### src/rtl/conv_tile_accum.sv
`default_nettype none
// ============================================================================
// conv_tile_accum : pipelined Tm x Tn multiply-accumulate tile with saturating
//                   per-output-map accumulators, optional ReLU and result hold.
// Revision 1.0
// ============================================================================
module conv_tile_accum #(
  parameter int Tm_p   = 2,
  parameter int Tn_p   = 2,
  parameter int DW_p   = 8,
  parameter int AW_p   = 24,
  parameter int RELU_p = 0
) (
  input  logic                        clk_i,
  input  logic                        reset_i,
  input  logic                        valid_i,
  output logic                        ready_o,
  input  logic                        first_i,
  input  logic                        last_i,
  input  logic [Tm_p*Tn_p*DW_p-1:0]   weights_i,
  input  logic [Tm_p*Tn_p*DW_p-1:0]   fm_i,
  input  logic [Tm_p*AW_p-1:0]        fm_init_i,
  output logic                        valid_o,
  input  logic                        ready_i,
  output logic [Tm_p*AW_p-1:0]        fm_o,
  output logic                        sat_o
);

  localparam int PW = 2 * DW_p;
  localparam int EW = AW_p + 2;
  localparam int NP = Tm_p * Tn_p;
  localparam logic signed [EW-1:0] c_MAX = {3'b000, {(AW_p-1){1'b1}}};
  localparam logic signed [EW-1:0] c_MIN = {3'b111, {(AW_p-1){1'b0}}};

  typedef enum logic [1:0] {
    IDLE  = 2'd0,
    ACC   = 2'd1,
    DRAIN = 2'd2,
    DONE  = 2'd3
  } state_t;

  state_t r_state;
  state_t w_next_state;

  logic w_accept;
  logic w_first;

  logic signed [PW-1:0]   w_prod [NP];
  logic signed [PW-1:0]   r_prod [NP];
  logic signed [AW_p-1:0] r_s1_init [Tm_p];
  logic                   r_s1_valid;
  logic                   r_s1_first;
  logic                   r_s1_last;
  logic                   r_s2_last;

  logic signed [AW_p-1:0] r_acc [Tm_p];
  logic signed [EW-1:0]   w_total [Tm_p];
  logic signed [EW-1:0]   w_clamp [Tm_p];
  logic [Tm_p-1:0]        w_lane_sat;
  logic                   r_sat;

  assign ready_o  = (r_state == IDLE) || (r_state == ACC);
  assign valid_o  = (r_state == DONE);
  assign sat_o    = r_sat;
  assign w_accept = valid_i && ready_o;
  // A beat landing in IDLE always starts a fresh accumulation.
  assign w_first  = first_i || (r_state == IDLE);

  generate
    for (genvar k = 0; k < NP; k++) begin : g_prod
      assign w_prod[k] = $signed(weights_i[k*DW_p +: DW_p]) * $signed(fm_i[k*DW_p +: DW_p]);
    end
  endgenerate

  always_ff @(posedge clk_i or posedge reset_i) begin
    if (reset_i) begin
      r_s1_valid <= 1'b0;
      r_s1_first <= 1'b0;
      r_s1_last  <= 1'b0;
      for (int k = 0; k < NP; k++) r_prod[k] <= '0;
      for (int m = 0; m < Tm_p; m++) r_s1_init[m] <= '0;
    end else begin
      r_s1_valid <= w_accept;
      if (w_accept) begin
        r_s1_first <= w_first;
        r_s1_last  <= last_i;
        for (int k = 0; k < NP; k++) r_prod[k] <= w_prod[k];
        for (int m = 0; m < Tm_p; m++) r_s1_init[m] <= $signed(fm_init_i[m*AW_p +: AW_p]);
      end
    end
  end

  // Sum is carried two bits wider than the accumulator so overflow is visible.
  always_comb begin
    for (int m = 0; m < Tm_p; m++) begin
      w_total[m] = r_s1_first ? {{2{r_s1_init[m][AW_p-1]}}, r_s1_init[m]}
                              : {{2{r_acc[m][AW_p-1]}}, r_acc[m]};
      for (int n = 0; n < Tn_p; n++) begin
        w_total[m] = w_total[m]
                   + {{(EW-PW){r_prod[m*Tn_p+n][PW-1]}}, r_prod[m*Tn_p+n]};
      end
      w_lane_sat[m] = 1'b0;
      w_clamp[m]    = w_total[m];
      if (w_total[m] > c_MAX) begin
        w_clamp[m]    = c_MAX;
        w_lane_sat[m] = 1'b1;
      end else if (w_total[m] < c_MIN) begin
        w_clamp[m]    = c_MIN;
        w_lane_sat[m] = 1'b1;
      end
    end
  end

  always_ff @(posedge clk_i or posedge reset_i) begin
    if (reset_i) begin
      r_s2_last <= 1'b0;
      for (int m = 0; m < Tm_p; m++) r_acc[m] <= '0;
    end else begin
      r_s2_last <= r_s1_valid && r_s1_last;
      if (r_s1_valid) begin
        for (int m = 0; m < Tm_p; m++) r_acc[m] <= w_clamp[m][AW_p-1:0];
      end
    end
  end

  // A new first beat wins over saturation from a run it is discarding.
  always_ff @(posedge clk_i or posedge reset_i) begin
    if (reset_i) begin
      r_sat <= 1'b0;
    end else if (w_accept && w_first) begin
      r_sat <= 1'b0;
    end else if (r_s1_valid && (|w_lane_sat)) begin
      r_sat <= 1'b1;
    end
  end

  always_ff @(posedge clk_i or posedge reset_i) begin
    if (reset_i) r_state <= IDLE;
    else         r_state <= w_next_state;
  end

  always_comb begin
    w_next_state = r_state;
    case (r_state)
      IDLE:    if (w_accept) w_next_state = last_i ? DRAIN : ACC;
      ACC:     if (w_accept && last_i) w_next_state = DRAIN;
      DRAIN:   if (r_s2_last) w_next_state = DONE;
      DONE:    if (ready_i) w_next_state = IDLE;
      default: w_next_state = IDLE;
    endcase
  end

  generate
    for (genvar m = 0; m < Tm_p; m++) begin : g_lane
      if (RELU_p != 0) begin : g_relu
        assign fm_o[m*AW_p +: AW_p] = r_acc[m][AW_p-1] ? '0 : r_acc[m];
      end else begin : g_linear
        assign fm_o[m*AW_p +: AW_p] = r_acc[m];
      end
    end
  endgenerate

endmodule
`default_nettype wire

### config.mk
export PLATFORM = sky130hd
export DESIGN_NAME = conv_tile_accum
export DESIGN_NICKNAME = d
export VERILOG_FILES = /design/src/rtl/conv_tile_accum.sv
export SDC_FILE = /design/constraint.sdc
export NUM_CORES = 1
export LEC_CHECK = 0
export BUFFER_PORTS_ARGS = -buffer_cell sky130_fd_sc_hd__buf_2
export CAP_MARGIN = 20
export CELL_PAD_IN_SITES_DETAIL_PLACEMENT = 1
export CELL_PAD_IN_SITES_GLOBAL_PLACEMENT = 1
export CORE_UTILIZATION = 49
export DETAILED_ROUTE_END_ITERATION = 16
export GPL_ROUTABILITY_DRIVEN = 0
export PLACE_DENSITY_LB_ADDON = 0.1
export SKIP_CTS_REPAIR_TIMING = 1
export SLEW_MARGIN = 10
export SYNTH_ARGS = -nofsm -noshare
export SYNTH_HDL_FRONTEND = slang
export SYNTH_SLANG_ARGS = --single-unit
### constraint.sdc
create_clock -name clk_i -period 5.98 [get_ports clk_i]
set_input_delay 0.299 -clock clk_i [delete_from_list [all_inputs] [get_ports clk_i]]
set_output_delay 0.299 -clock clk_i [all_outputs]
set_load 0.02 [all_outputs]
==> metrics.csv, run 1 <==
stage,metric,value,unit
run_status,status,"complete, no violations",
layout,final_cell_mix,"nand2_1, inv_1, fa_1, ha_1, buf_2",
setup_path,path_class,register to register,
route,top_layer_used,met4,
sta,fin_ws,0.8311,ns
setup_path,endpoint_kind,register,
setup_path,cp-start-kind,register,
layout,multiInputGateArea,0.01437,mm^2
route,drt_iter0_drc,733,
clocking,clockBufferDepth,2,
route,first_pass_iters,5,
setup_path,crit_start,r_s1_first$_DFFE_PP0P_,
sta,skew,0.01236,ns
setup_path,worst-path-max-fanout,29,
sta,fmax,194.2,MHz
sta,slew-limit-headroom,33.78,%
route,drt-met1-wl,24220,um
clocking,cts-htree-levels,4,
logic_synthesis,synth_cell_types,80,
grt,grtUsageTotal,26.18,%
grt,grt.overflow.total,0,
layout,regArea,0.004180,mm^2
setup_path,reg2reg_depth,15,
setup_path,cp.required,6.35,ns
floorplanning,rows,73,
clocking,clk_pin_slew,0.07,ns
setup_path,r2r-start,r_s1_first$_DFFE_PP0P_,
floorplanning,fp.dieArea,0.04188,mm^2
sta,report.final.slew_viol_count,0,
logic_synthesis,synthesis.nets,2696,
setup_path,crit_path_frequent_cell,inv_1,
logic_synthesis,ys_ff_latch,167,
layout,drive_gt1_share,12.42,%
grt,grt_max_degree,109,
placement,dp_slack,0.8531,ns
route,wl,52630,um
grt,grt_antenna_before_repair,0,
logic_synthesis,avgSynthCellArea,9.404,um^2
setup_path,critPathSlowestCell,dfrtp_2,
placement,placed_cell_area,0.02142,mm^2
sta,hold_viol,0,
placement,portBuffers,168,
sta,period_needed,5.149,ns
layout,area_growth,9.214,%
route,dr_wl_met2,26050,um
route,drtAntennaViolNets,0,
clocking,cts.sinks,167,
grt,grt_pass1_wl,86450,um
placement,hpwl,43640,um
layout,diodes,0,
min_path,holdCritPathClass,input port to asynchronous set/reset pin,
setup_path,critPathArrivalTime,5.52,ns
sta,tightest_slew,0.9871,ns
floorplanning,die_w,204.7,um
layout,fin_util,54.81,%
setup_path,max_stage_delay,0.84,ns
logic_synthesis,yosys_most_used_dff,dfrtp_1,
floorplanning,io_pins,169,
layout,fin_nets,2838,
clocking,cts_tree,built,
layout,layout_commonest_cell,nand2_1,
layout,fill_cells,4652,
floorplanning,start_util,50.19,%
logic_synthesis,synth_area_leaders,"fa_1, dfrtp_1, ha_1",
layout,fin_area,0.02198,mm^2
route,remaining_drc_errors,0,
setup_path,crit_chain,"mux2i_1, fa_1, inv_1, ha_1, inv_1, fa_1, nand2b_1, a21oi_1, o41ai_4, o31ai_1, a21oi_1, xnor2_1, inv_1, o31ai_4, a221o_1",
floorplanning,die_h,204.7,um
sta,period_share,86.10,%
logic_synthesis,synthDominantCellAreaShare,26.86,%
logic_synthesis,syn_area,0.02012,mm^2
sta,rsz0062_at_grt,no,
logic_synthesis,ys_seq_area_share,20.77,%
logic_synthesis,netlist_instances,2140,
logic_synthesis,ys_async_sr_fraction,100.0,%
clocking,cts-root-buf,clkbuf_16,
route,wire_per_inst,18.67,um
sta,setup_tns,0,ns
grt,grt_pass1_vias,16580,
logic_synthesis,synth_warnings,0,
logic_synthesis,synth_area_leader_cell,fa_1,
floorplanning,core_area,0.04010,mm^2
clocking,insertion_delay,0.44,ns
route,wl_met3,1702,um
route,via_per_inst,5.398,
route,via_count,15220,
logic_synthesis,synth_edf_count,0,
job,drv_cap,0,
sta,final-setup-viol-count,0,
clocking,cts_made_buffers,17,
## stage by stage
step           instances  hold WS, ns
2_1_floorplan       2140       0.4044
3_3_place_gp        2787       0.4511
3_5_place_dp        2787       0.4601
4_1_cts             2818      0.03095
5_1_grt             2819      0.04193
6_report            2819      0.01921
## synth_stat cells (19+ instances only)
cell      number
a211oi_1      19
a21o_1        31
a21oi_1       63
a221o_1       20
and2_1       155
clkbuf_1      36
dfrtp_1      167
fa_1         270
ha_1         168
inv_1        343
mux2_2        26
nand2_1      361
nand2b_1      40
nor2_1        42
o21ai_0       91
xnor2_1       70
xor2_1        26
## flip-flops by register name (all words and copies together), names as in the netlist
signal / count
r_s1_valid: 1
r_s1_init: 48
r_state: 2
fm_o: 48
r_s2_last: 1
r_prod: 64
sat_o: 1
r_s1_last: 1
r_s1_first: 1
## layout make-up
class / instances / share of cell area [%]
clock buffers: 21 / 2.095
clock inverters: 10 / 0.3359
inverters: 344 / 5.898
multi-input cells: 1573 / 65.37
flip-flops and latches: 167 / 19.02
well taps: 525 / 2.989
repair buffers: 179 / 4.292
## routing by layer
metal | track usage [%] | vias up
li1 | - | 7150
met1 | 35.62 | 7786
met2 | 44.86 | 232
met3 | 3.277 | 48
met4 | 4.984 | 0
met5 | 0 | -
## cells by family after synthesis
family,count (synthesis),synth area share [%]
DFF,167,20.77
muxes,30,1.654
AOI/OAI and AO/OA,343,12.47
xor gates and xnor gates,97,4.315
buffers and inverters,400,7.877
adders and majority gates,438,37.30
and+or+nand+nor,665,15.62
## worst paths after layout
| path | end | slack (ns) |
|---|---|---|
| worst max-delay path | fm_o[33]$_DFFE_PP0P_ | 0.83 |
| worst min-delay path | r_s1_init[23]$_DFFE_PP0P_ | 0.02 |
| worst max register to register | fm_o[33]$_DFFE_PP0P_ | 0.83 |
| worst min register to register | r_s1_init[10]$_DFFE_PP0P_ | 0.47 |
| max in group asynchronous | fm_o[9]$_DFFE_PP0P_ | 4.74 |
| min in group clk_i | r_s1_init[12]$_DFFE_PP0P_ | 0.05 |
## worst max-delay path, delay by kind of cell, from the launching register on
family          cells  cell delay [ns]
buf+inv             3             0.36
mux                 1             0.29
fa+ha+maj           3             1.03
simple gates        1             0.18
xor+xnor            1             0.55
flops               1             0.84
compound gates      6             1.82
Power of run 1 is left out: the tool's default activity adds up to more than one toggle a clock period on the data nets, which glitch-free logic cannot reach.
==> inputs of run 2 (changes only) <==
Settings changed: CTS_BUF_LIST set to sky130_fd_sc_hd__clkbuf_16.
==> run 2 against run 1 <==
Net effect: sequential share of layout area about the same; cell count about the same; cell area about the same; die area stayed put; flip-flop and latch count did not move; wire length up 0.20%; via count about the same; highest routed layer unchanged.
==> metrics.csv, run 2 (synthesized netlist as in run 1, its figures left out) <==
stage,metric,value,unit
run_status,status,"complete, no violations",
route,wire_per_inst,18.70,um
layout,layoutNonFillerInstCount,2820,
sta,skew,0.01135,ns
clocking,cts_tree,built,
clocking,cts.sinks,167,
min_path,holdCritPathClass,input port to asynchronous set/reset pin,
setup_path,cp-start-kind,register,
grt,grt_pass1_wl,86510,um
layout,area_growth,9.127,%
layout,final_cell_mix,"nand2_1, inv_1, fa_1, ha_1, buf_2",
floorplanning,start_util,50.19,%
setup_path,r2r_end,fm_o[33]$_DFFE_PP0P_,
route,drt_iter0_drc,658,
setup_path,crit_cells,15,
grt,grt_pass1_vias,16580,
setup_path,endpoint_kind,register,
clocking,cts-htree-levels,4,
sta,tightest_slew,0.9820,ns
placement,place_inst,2787,
floorplanning,die_w,204.7,um
sta,setup_tns,0,ns
clocking,cts-root-buf,clkbuf_16,
route,first_pass_iters,5,
setup_path,worst-path-max-fanout,29,
clocking,clockBufferDepth,2,
clocking,insertion_delay,0.45,ns
layout,multiInputGateArea,0.01437,mm^2
floorplanning,rows,73,
sta,period_share,86.19,%
setup_path,cp.required,6.35,ns
placement,portBuffers,168,
grt,grtUsageTotal,26.21,%
layout,fin_nets,2838,
sta,fmax,194.0,MHz
layout,fin_util,54.77,%
setup_path,crit_path_frequent_cell,inv_1,
grt,grt.overflow.total,0,
sta,report.final.slew_viol_count,0,
floorplanning,core_area,0.04010,mm^2
layout,drive_gt1_share,12.34,%
grt,grt_antenna_before_repair,1,
route,via_per_inst,5.399,
floorplanning,io_pins,169,
sta,holdWs,0.01827,ns
sta,final-setup-viol-count,0,
sta,rsz0062_at_grt,no,
sta,period_needed,5.154,ns
floorplanning,die_h,204.7,um
setup_path,critPathSlowestCell,dfrtp_2,
setup_path,path_class,register to register,
placement,hpwl,43640,um
route,wl,52730,um
route,via_count,15230,
setup_path,crit_start,r_s1_first$_DFFE_PP0P_,
setup_path,critPathArrivalTime,5.53,ns
setup_path,critPathBufInv,3,
setup_path,reg2reg_setup_slack,0.83,ns
setup_path,max_stage_delay,0.84,ns
layout,top_register,r_prod,
setup_path,crit_chain,"mux2i_1, fa_1, inv_1, ha_1, inv_1, fa_1, nand2b_1, a21oi_1, o41ai_4, o31ai_1, a21oi_1, xnor2_1, inv_1, o31ai_4, a221o_1",
sta,slew-limit-headroom,34.13,%
sta,hold_viol,0,
setup_path,endpoint,fm_o[33]$_DFFE_PP0P_,
floorplanning,fp.dieArea,0.04188,mm^2
layout,largest_register_ffs,64,
job,drv_cap,0,
clocking,cts_made_buffers,17,
layout,fill_cells,4654,
setup_path,cp_top_family,compound AO/OA/AOI/OAI gates,
route,remaining_drc_errors,0,
layout,regArea,0.004180,mm^2
layout,layout_commonest_cell,nand2_1,
route,drtAntennaViolNets,0,
clocking,clk_pin_slew,0.07,ns
grt,grt_max_degree,109,
setup_path,r2r-start,r_s1_first$_DFFE_PP0P_,
setup_path,reg2reg_depth,15,
==> run 2: cell types whose count changed in the layout (fill, tap and decap cells not counted) <==
cell	previous run	this run
clkinv_1	1	3
clkbuf_8	2	0
diode_2	0	1
inv_1	341	343
clkbuf_1	2	0
==> run 2: stage by stage <==
step | setup slack (ns) | instance area, um^2
floorplan | 1.163 | 20120
global placement | 1.079 | 21420
detailed placement | 0.8531 | 21420
CTS | 0.8376 | 21930
global route | 0.3932 | 21960
finish | 0.8259 | 21960
==> run 2: worst register-to-register path, cell delays in order (launching register included) <==
cell and delay [ns]:
dfrtp_2 0.84, mux2i_1 0.29, fa_1 0.43, inv_1 0.07, ha_1 0.21, inv_1 0.07, fa_1 0.39, nand2b_1 0.18
a21oi_1 0.29, o41ai_4 0.15, o31ai_1 0.21, a21oi_1 0.11, xnor2_1 0.53, inv_1 0.21, o31ai_4 0.79, a221o_1 0.30
==> run 2: worst min-delay path by stage <==
stage	slack [ns]	to	startpoint	cells past startpoint
after floorplan	0.40	r_s1_init[0]$_DFFE_PP0P_	fm_init_i[24]	2
after global placement	0.45	r_s1_last$_DFFE_PP0P_	r_s1_last$_DFFE_PP0P_	2
after detailed placement	0.46	r_s1_init[10]$_DFFE_PP0P_	r_s1_init[10]$_DFFE_PP0P_	2
after CTS	0.03	r_s1_init[5]$_DFFE_PP0P_	fm_init_i[29]	3
after global routing	0.04	r_s1_init[21]$_DFFE_PP0P_	fm_init_i[45]	3
final	0.02	r_s1_init[22]$_DFFE_PP0P_	reset_i	2
==> run 2: layout make-up <==
cell class              instances  area share [%]
multi-input cells            1573           65.42
flip-flops and latches        167           19.03
inverters                     344           5.902
repair buffers                179           4.296
well taps                     525           2.991
clock buffers                  17           1.937
clock inverters                14          0.4045
diodes                          1         0.01139
==> run 2: metal layers <==
layer	share of wire (%)	routed length, um	GRT usage, %	vias to the layer above
met5	0	0	0	-
met4	1.4	737	5.304	0
met3	3.7	1969	3.261	50
met2	49	25890	44.79	258
met1	46	24140	35.63	7768
li1	-	-	-	7150
Power of run 2 is left out for the same reason.
==> inputs of run 3 (changes only) <==
Settings changed: CORE_ASPECT_RATIO set to 1.1, CORE_MARGIN set to 2.
==> run 3 against run 2 <==
Net effect: register-to-register slack gained 0.42 ns; global-route usage shrank 0.14 points; sequential share of layout area decreased by 0.051 points.
==> metrics.csv, run 3 (synthesized netlist as in run 1, its figures left out) <==
stage,metric,value,unit
clocking,clk_pin_slew,0.07,ns
sta,tightest_slew,0.9646,ns
placement,portBuffers,168,
floorplanning,core_area,0.04037,mm^2
grt,grt_pass1_vias,16890,
route,drtAntennaViolNets,0,
clocking,cts_tree,built,
min_path,min_to,r_s1_init[18]$_DFFE_PP0P_,
placement,hpwl,44290,um
clocking,cts-htree-levels,4,
floorplanning,rows,77,
layout,drive_gt1_share,12.42,%
floorplanning,fp.dieArea,0.04271,mm^2
clocking,cts-root-buf,clkbuf_16,
sta,report.final.slew_viol_count,0,
min_path,holdCritPathClass,input port to register,
setup_path,crit_chain,"buf_4, mux2_2, fa_1, ha_1, o211ai_1, a21oi_1, o41ai_4, o31ai_1, a21oi_1, xnor2_1, inv_1, o31ai_4, a221o_1",
layout,area_growth,9.419,%
layout,final_cell_mix,"nand2_1, inv_1, fa_1, ha_1, buf_2",
setup_path,endpoint_kind,register,
setup_path,reg2reg_setup_slack,1.24,ns
setup_path,max_stage_delay,0.78,ns
route,first_pass_iters,4,
setup_path,path_class,register to register,
setup_path,critPathArrivalTime,5.12,ns
grt,grt_pass1_wl,88020,um
route,wire_per_inst,18.97,um
route,wl,53280,um
layout,fin_util,54.55,%
route,via_count,15210,
min_path,holdCritStartpoint,fm_init_i[42],
layout,fin_area,0.02202,mm^2
sta,fmax,211.1,MHz
sta,period_share,79.20,%
sta,hold_viol,0,
run_status,status,"complete, no violations",
clocking,cts.sinks,167,
sta,slew-limit-headroom,35.30,%
min_path,min_delay_path_depth,3,
setup_path,crit_path_frequent_cell,a21oi_1,
layout,largest_register_ffs,64,
floorplanning,die_h,216.6,um
sta,final-setup-viol-count,0,
route,drt_iter0_drc,584,
clocking,cts_made_buffers,17,
clocking,clockBufferDepth,2,
job,drv_cap,0,
placement,placed_cell_area,0.02140,mm^2
route,remaining_drc_errors,0,
grt,grt_antenna_before_repair,2,
setup_path,cp.required,6.36,ns
route,via_per_inst,5.417,
sta,skew,0.01362,ns
setup_path,cp-start-kind,register,
sta,period_needed,4.736,ns
clocking,insertion_delay,0.45,ns
layout,top_register,r_prod,
grt,grt_max_degree,106,
grt,grt.overflow.total,0,
floorplanning,start_util,49.85,%
floorplanning,io_pins,169,
setup_path,r2r-start,r_s1_first$_DFFE_PP0P_,
sta,rsz0062_at_grt,no,
setup_path,reg2reg_depth,13,
layout,layout_commonest_cell,nand2_1,
grt,grtUsageTotal,26.07,%
sta,setup_tns,0,ns
layout,fin_nets,2837,
setup_path,worst-path-max-fanout,22,
floorplanning,die_w,197.2,um
setup_path,critPathSlowestCell,o31ai_4,
setup_path,r2r_end,fm_o[37]$_DFFE_PP0P_,
## run 3: cell count changes in the layout (fill, tap and decap cells not counted), sizes merged
cell,before,now
buf,179,178
bufinv,0,3
clkinv,10,4
inv,346,350
## run 3: per-stage QoR
stage	setup WS [ns]	hold WS, ns	cells
final	1.244	0.03963	2808
after global routing	0.8561	0.04019	2808
after CTS	1.266	0.02048	2807
after detailed placement	1.036	0.4590	2775
after global placement	1.073	0.4522	2775
after floorplan	1.163	0.4044	2140
## run 3: how the worst max path moves through the flow
stage	startpoint	end	slack, ns	cells after the start
3_5_place_dp	fm_i[0]	r_prod[63]$_DFFE_PP0P_	1.04	19
5_1_grt	r_s1_first$_DFFE_PP0P_	fm_o[37]$_DFFE_PP0P_	0.86	13
3_3_place_gp	weights_i[6]	r_prod[63]$_DFFE_PP0P_	1.07	19
6_report	r_s1_first$_DFFE_PP0P_	fm_o[37]$_DFFE_PP0P_	1.24	13
2_1_floorplan	reset_i	fm_o[0]$_DFFE_PP0P_	1.16	1
4_1_cts	r_s1_first$_DFFE_PP0P_	fm_o[42]$_DFFE_PP0P_	1.27	13
## run 3: layout make-up
class / count / area [um^2]
antenna: 1 / 2.502
clock buffer: 17 / 425.4
clock inverter: 15 / 190.2
fill: 4710 / 18350
inverter: 344 / 1296
multi-input combinational: 1573 / 14370
sequential: 167 / 4180
tap: 513 / 641.9
timing repair buffer: 178 / 915.9
## run 3: worst max-delay path: cells and delay by family (launching register included)
kind            cells  cell delay (ns)
flops               1             0.40
mux                 1             0.39
compound gates      7             2.01
xor+xnor            1             0.47
buf+inv             2             0.53
fa+ha+maj           2             0.83
## run 3: layer usage
metal  vias to the layer above  global-route usage [%]  part of all wire [%]
li1                       7154                       -                     -
met1                      7743                   35.13                    46
met2                       255                   44.62                    49
met3                        58                   2.786                   3.1
met4                         2                   7.343                   2.2
met5                         -                       0                 0.024
Power of run 3 is left out for the same reason.
